--- src/rtl/acumulador_sat_if.sv ---
// Term-stream / block-sum bus for acumulador_sat.
// The master drives the terms and the clear; the slave (the accumulator) returns the results.
interface acumulador_sat_if #(
  parameter int W = 25
);
  logic                in_valid;
  logic signed [W-1:0] in_data;
  logic                clear;
  logic signed [W-1:0] out_data;
  logic                out_valid;
  logic                busy;
  logic                ovf;

  modport master (
    output in_valid, in_data, clear,
    input  out_data, out_valid, busy, ovf
  );

  modport slave (
    input  in_valid, in_data, clear,
    output out_data, out_valid, busy, ovf
  );
endinterface

--- src/rtl/acumulador_sat.sv ---
// Saturating block accumulator: sums N signed terms, re-saturating after every term.
// Optional macro STICKY_OVF_EN adds a sticky saturation flag on ovf; without it ovf is tied to 0.
module acumulador_sat #(
  parameter int W = 25,
  parameter int N = 8
) (
  input  logic            clk_i,
  input  logic            rst_i,
  acumulador_sat_if.slave bus
);

  localparam logic [7:0] LAST = 8'(N - 1);

  logic signed [W-1:0] acc_q, acc_d;
  logic        [7:0]   cnt_q, cnt_d;
  logic signed [W-1:0] out_data_q, out_data_d;
  logic                out_valid_q, out_valid_d;
  logic signed [W:0]   sum;
  logic signed [W-1:0] sum_sat;

  // Clamp a W+1-bit sum to the W-bit range; the top two bits differ only on overflow.
  function automatic logic signed [W-1:0] sat_w(input logic signed [W:0] s);
    if (s[W] != s[W-1])
      return s[W] ? {1'b1, {(W-1){1'b0}}} : {1'b0, {(W-1){1'b1}}};
    return s[W-1:0];
  endfunction

  assign sum     = {acc_q[W-1], acc_q} + {bus.in_data[W-1], bus.in_data};
  assign sum_sat = sat_w(sum);

  always_comb begin
    acc_d       = acc_q;
    cnt_d       = cnt_q;
    out_data_d  = out_data_q;
    out_valid_d = 1'b0;
    if (bus.clear) begin
      acc_d = '0;
      cnt_d = '0;
    end else if (bus.in_valid) begin
      if (cnt_q == LAST) begin
        out_data_d  = sum_sat;
        out_valid_d = 1'b1;
        acc_d       = '0;
        cnt_d       = '0;
      end else begin
        acc_d = sum_sat;
        cnt_d = cnt_q + 8'd1;
      end
    end
  end

  always_ff @(posedge clk_i) begin
    if (rst_i) begin
      acc_q       <= '0;
      cnt_q       <= '0;
      out_data_q  <= '0;
      out_valid_q <= 1'b0;
    end else begin
      acc_q       <= acc_d;
      cnt_q       <= cnt_d;
      out_data_q  <= out_data_d;
      out_valid_q <= out_valid_d;
    end
  end

`ifdef STICKY_OVF_EN
  logic ovf_q, ovf_d;

  function automatic logic is_sat(input logic signed [W:0] s);
    return s[W] != s[W-1];
  endfunction

  // Flag survives block boundaries; only clear or reset drops it.
  always_comb begin
    ovf_d = ovf_q;
    if (bus.clear)
      ovf_d = 1'b0;
    else if (bus.in_valid && is_sat(sum))
      ovf_d = 1'b1;
  end

  always_ff @(posedge clk_i) begin
    if (rst_i) ovf_q <= 1'b0;
    else       ovf_q <= ovf_d;
  end

  assign bus.ovf = ovf_q;
`else
  assign bus.ovf = 1'b0;
`endif

  assign bus.out_data  = out_data_q;
  assign bus.out_valid = out_valid_q;
  assign bus.busy      = (cnt_q != 8'd0);

endmodule
--- src/flat_wrapper.sv ---
// flat-port wrapper written by rule: the top's interface ports become plain ports
module acumulador_sat_flat 
#(
  parameter int W = 25,
  parameter int N = 8
)
  (clk_i, rst_i, bus_in_valid, bus_in_data, bus_clear, bus_out_data, bus_out_valid, bus_busy, bus_ovf);
  acumulador_sat_if #(.W(W)) bus_i ();
  input  logic clk_i;
  input  logic rst_i;
  input wire logic [$bits(bus_i.in_valid)-1:0] bus_in_valid;
  input wire logic [$bits(bus_i.in_data)-1:0] bus_in_data;
  input wire logic [$bits(bus_i.clear)-1:0] bus_clear;
  output wire logic [$bits(bus_i.out_data)-1:0] bus_out_data;
  output wire logic [$bits(bus_i.out_valid)-1:0] bus_out_valid;
  output wire logic [$bits(bus_i.busy)-1:0] bus_busy;
  output wire logic [$bits(bus_i.ovf)-1:0] bus_ovf;
  assign bus_i.in_valid = bus_in_valid;
  assign bus_i.in_data = bus_in_data;
  assign bus_i.clear = bus_clear;
  assign bus_out_data = bus_i.out_data;
  assign bus_out_valid = bus_i.out_valid;
  assign bus_busy = bus_i.busy;
  assign bus_ovf = bus_i.ovf;
  acumulador_sat #(.W(W), .N(N)) u_core (.clk_i(clk_i), .rst_i(rst_i), .bus(bus_i));
endmodule
--- config.mk ---
export PLATFORM = sky130hd
export DESIGN_NAME = acumulador_sat_flat
export DESIGN_NICKNAME = d
export VERILOG_FILES = /design/src/rtl/acumulador_sat_if.sv /design/src/rtl/acumulador_sat.sv /design/src/flat_wrapper.sv
export SDC_FILE = /design/constraint.sdc
export NUM_CORES = 1
export LEC_CHECK = 0
export ABC_CLOCK_PERIOD_IN_PS = 9000
export BUFFER_PORTS_ARGS = -buffer_cell sky130_fd_sc_hd__buf_4
export CAP_MARGIN = 20
export CORE_MARGIN = 3
export CORE_UTILIZATION = 35
export DETAILED_ROUTE_END_ITERATION = 16
export PLACE_DENSITY = 0.61
export SYNTH_ARGS = -nofsm -noshare
export SYNTH_HDL_FRONTEND = slang
export SYNTH_SLANG_ARGS = --single-unit
--- constraint.sdc ---
create_clock -name clk_i -period 9 [get_ports clk_i]
set_input_delay 1.8 -clock clk_i [delete_from_list [all_inputs] [get_ports clk_i]]
set_output_delay 1.8 -clock clk_i [all_outputs]
set_load 0.02 [all_outputs]
# Word-level counts from Yosys, hierarchy flattened
# Index checks and enable logic that the tools add are counted.
# word_totals
reg_bits	59
wordCells	21
# op_classes
n_reduce_logical	4
muxes	7
addsub	2
n_bitwise	2
eq_ne	2
# ops
op	count
25-bit 2-to-1 mux	4
25-bit by 25-bit adder with 26-bit output	1
8-bit by 1-bit adder with 8-bit output (second input constant)	1
8-bit by 3-bit equality test with 1-bit output (second input constant)	1
8-bit 2-to-1 mux	1
8-bit nonzero test	1
3-bit AND reduction	1
3-bit OR reduction	1
1-bit 2-to-1 mux	2
1-bit NOT	2
2-bit OR reduction	1
1-bit != test	1

# Logic depth before layout (Yosys ltp)
# depth
ltp_word	5
ltp_mapped	12
ltp_nobuf	11

# Least setup slack after synthesis
# No wires, ideal clock.
# synth_timing
path_kind	input to register
startpoint	input bus_in_data[0]
endpoint	register u_core.out_data_q[17] (netlist: u_core.bus.out_data[17])
setup_time_ps	80
path_buffers	1
setup_slack_ps	4656
arrival_ps	4264
stages	12
cell_sequence	ha_1 inv_1 fa_1 and2b_1 o2111ai_1 a31o_1 o2111a_1 or4_4 o31ai_4 buf_12 nor2_4 a211oi_2
# synth_between
elab_chain_len	4
word_cells_on_any_way	6
# synth_lines
element	line_no	source
start, declared	flat_wrapper.sv:12	input wire logic [$bits(bus_i.in_data)-1:0] bus_in_data;
25-bit by 25-bit adder with 26-bit output *	acumulador_sat.sv:28	assign sum = {acc_q[W-1], acc_q} + {bus.in_data[W-1], bus.in_data};
25-bit 2-to-1 mux or 1-bit != test (tied branches)	acumulador_sat.sv:24, acumulador_sat.sv:23	
25-bit 2-to-1 mux or 1-bit 2-to-1 mux (tied branches)	acumulador_sat.sv:23	if (s[W] != s[W-1])
25-bit 2-to-1 mux *	acumulador_sat.sv:25	return s[W-1:0];
end signal, assigned	acumulador_sat.sv:61	out_data_q <= out_data_d;
end, declared	acumulador_sat.sv:16	logic signed [W-1:0] out_data_q, out_data_d;
# Mark *: on every way between the ends. The rest lies on a longest branch, timed or not. The select of a mux whose other input is x is not followed.
# A chain may end at the register's enable or synchronous reset.

# Worst setup path in the final report
# layout_timing
startpoint	input bus_in_data[0]
endpoint	register u_core.acc_q[15]
# layout_between
elab_chain_len	5
word_cells_on_any_way	7
# layout_lines
element	line_no	source
25-bit by 25-bit adder with 26-bit output *	acumulador_sat.sv:28	
25-bit 2-to-1 mux or 1-bit != test (tied branches)	acumulador_sat.sv:24, acumulador_sat.sv:23	
25-bit 2-to-1 mux or 1-bit 2-to-1 mux (tied branches)	acumulador_sat.sv:23	
25-bit 2-to-1 mux *	acumulador_sat.sv:25	
25-bit 2-to-1 mux *	acumulador_sat.sv:40	if (cnt_q == LAST) begin
end signal, assigned	acumulador_sat.sv:54	acc_q <= '0;
end signal, assigned	acumulador_sat.sv:59	acc_q <= acc_d;
end, declared	acumulador_sat.sv:14	logic signed [W-1:0] acc_q, acc_d;
# Marks and branches as above.

==> flow_summary.toml <==
[outcome]
status = "finished, final reports clean"

[floorplan]
coreArea_sq_um = 10600
dieArea_sq_um = 12300
ioPinCount = 57
std_cell_rows = 37
die_x_um = 111
start_util_pct = 36.6
dieHeight_um = 111

[placement]
place_area_sq_um = 4350
portBuffers = 55
gp_routability_congestion = 0.894
dp_hpwl_um = 7850

[logic_synthesis]
async_flop_share_pct = 0
netlist_area_sq_um = 3870
syn_nets = 531
ys_ff_latch = 59
syn_area_per_cell_sq_um = 8.16
ys_seq_area_share_pct = 30.5
synth_area_leaders = "dfxtp_1 31%, ha_1 8.7%, nor2_1 5.3%"
synth_flop_cell = "dfxtp_1"
yosys.area.top_type_share_pct = 30.5
synth-edff-count = 0
yosysMostFrequentCell = "dfxtp_1"
synthTopCellsByCount = "59 x dfxtp_1, 55 x nor2_1, 53 x nand2_1"
yosys_warnings = 0
syn_inst = 474
yosysUniqueCellTypes = 61
synth_top_area_cell = "dfxtp_1"

[setup_path]
critPathLaunchType = "primary input"
crit_fanout = 13
cp_top_family = "compound AO/OA/AOI/OAI gates"
cp-end-kind = "flip-flop"
crit_arrival_ns = 4.98
criticalPathCategory = "in2reg"
cp_slowest_cell = "o41a_1"
critPathMaxStageDelay_ns = 0.71
path_cells = "buf_4, ha_1, inv_1, fa_1, and2b_1, o2111ai_1, a31o_1, o2111ai_1, nand2_1, o41a_1, buf_4, a31oi_1, o21ai_0"
worst_ep_required_time_ns = 9.20
cp.buffers_inverters = 3

[power]
ir_drop_mv = 0.0935
power_leakage_nw = 1.84
power.density_nw_per_um2 = 143

[global_route]
gr-usage-all-layers_pct = 17.1
grt_max_degree = 43
grt-ovfl-total = 0
grt_pass1_vias = 3480
antenna_found_initial = 0
grt_first_pass_wirelength_um = 17300

[sta]
worstMarginPinSlew_ns = 1.04
setup-tns-final_ns = 0
maxSlewViolCount = 0
timing.final.hold_violations = 0
fin_skew_ns = 0.0102
finalSetupViolCount = 0
max_freq_ghz = 0.209
slew_headroom_pct = 30.5
fin_crit_ns = 4.78
rsz0062_at_grt = "false"
finalCritPeriodShare_pct = 53.1

[route]
vias_per_cell = 5.43
post_drt_wl_per_cell_um = 15.9
drt_wl_total_um = 10500
postRouteAntennaNets = 0
remaining_drc_errors = 0
drt-initial-drc-count = 133
vias = 3577
drt_first_pass_iters = 4

[clock_network]
post-cts-setup-buffer-count = 0
clkSlewWorstSetupHoldPaths_ns = 0.06
cts_tree = "done"
clockBufferDepth = 2
cts_root_buf = "clkbuf_8"
cts_resized = 0
cts_made_buffers = 9
h-tree-depth = 3
hold_buffers = 0
clk_latency_ns = 0.35
cts_sinks = 59

[cells_and_area]
syn_to_final_growth_pct = 17.4
fin_area_sq_um = 4540
fin_nets = 576
n_antenna_cell = 0
drive_above_1_share_pct = 20.3

[run]
drv_cap = 0

[min_path]
hp-class = "reg2reg"
## final cells by class
type,count,area (sq um)
fill,1106,6020
multi-input combinational,378,2510
sequential,59,1180
timing repair buffer,57,428
tap,136,170
clock buffer,13,159
inverter,14,52.6
clock inverter,2,35.0
## worst reg2reg max path, delay by kind of cell, from the launching register on
family | cells | cell delay (ns)
flip-flops | 1 | 0.34
AND/OR/NAND/NOR | 2 | 0.40
buffers and inverters | 2 | 0.38
AO/OA/AOI/OAI | 6 | 1.74
adder cells (fa/ha/maj) | 2 | 0.58
## state kept, by name, indices dropped and copies added, names as in the netlist
name	flops
u_core.cnt_q	8
u_core.bus.out_data	25
u_core.bus.out_valid	1
u_core.acc_q	25
## report_power, final
part	switching [mW]	internal [mW]
clock network	0.105	0.141
logic	0.0806	0.0541
registers	0.00311	0.267
total	0.188	0.462
## metal layers
metal	vias to the layer above	part of all wire, %	track usage, %
li1	1815	-	-
met1	1667	48	22.8
met2	85	45	27.2
met3	10	5.0	4.64
met4	0	1.5	5.11
met5	-	0	0
## through the flow
| step | worst slack, ns | total power, mW | std cells | hold WS (ns) | util (%) |
|---|---|---|---|---|---|
| after global routing | 3.95 | 0.686 | 659 | 0.478 | 43.0 |
| after detailed placement | 3.89 | 0.410 | 644 | 0.447 | 41.2 |
| final | 4.22 | 0.650 | 659 | 0.459 | 43.0 |
| after floorplan | 4.66 | 0.374 | 474 | 0.429 | - |
| after CTS | 4.25 | 0.658 | 659 | 0.462 | 43.0 |
| after global placement | 4.01 | 0.408 | 644 | 0.441 | 41.2 |
## cell usage in the layout, fill, tap and decap left out, types with 11 or more instances in the layout
master and count:
buf_4 57, dfxtp_1 59, xnor2_1 13, o21ai_0 37, a21oi_2 16, clkbuf_8 11
xor2_1 11, a21oi_1 31, a211oi_1 16, ha_1 27, inv_1 14, nor2_1 53
nand2_1 53
## kinds of logic (layout without fill, tap and decap cells)
| kind of cell | count (synthesis) | count (layout) | synth area share [%] |
|---|---|---|---|
| xor+xnor | 24 | 24 | 5.44 |
| fa+ha+maj | 28 | 28 | 9.25 |
| other cells | 1 | 1 | 0.0970 |
| flops | 59 | 59 | 30.5 |
| buf+inv | 37 | 86 | 4.72 |
| simple gates | 155 | 155 | 18.4 |
| compound gates | 169 | 169 | 31.3 |
| mux | 1 | 1 | 0.259 |
## path summary, 6_finish.rpt
path         slack (ns)             start                to  cells after the start
max                4.22    bus_in_data[0]  u_core.acc_q[15]                     13
min                0.46  u_core.acc_q[16]  u_core.acc_q[16]                      2
max reg2reg        5.41   u_core.acc_q[0]  u_core.acc_q[15]                     12
min reg2reg        0.46  u_core.acc_q[16]  u_core.acc_q[16]                      2
No activity file was read; power rests on OpenSTA's default activity.
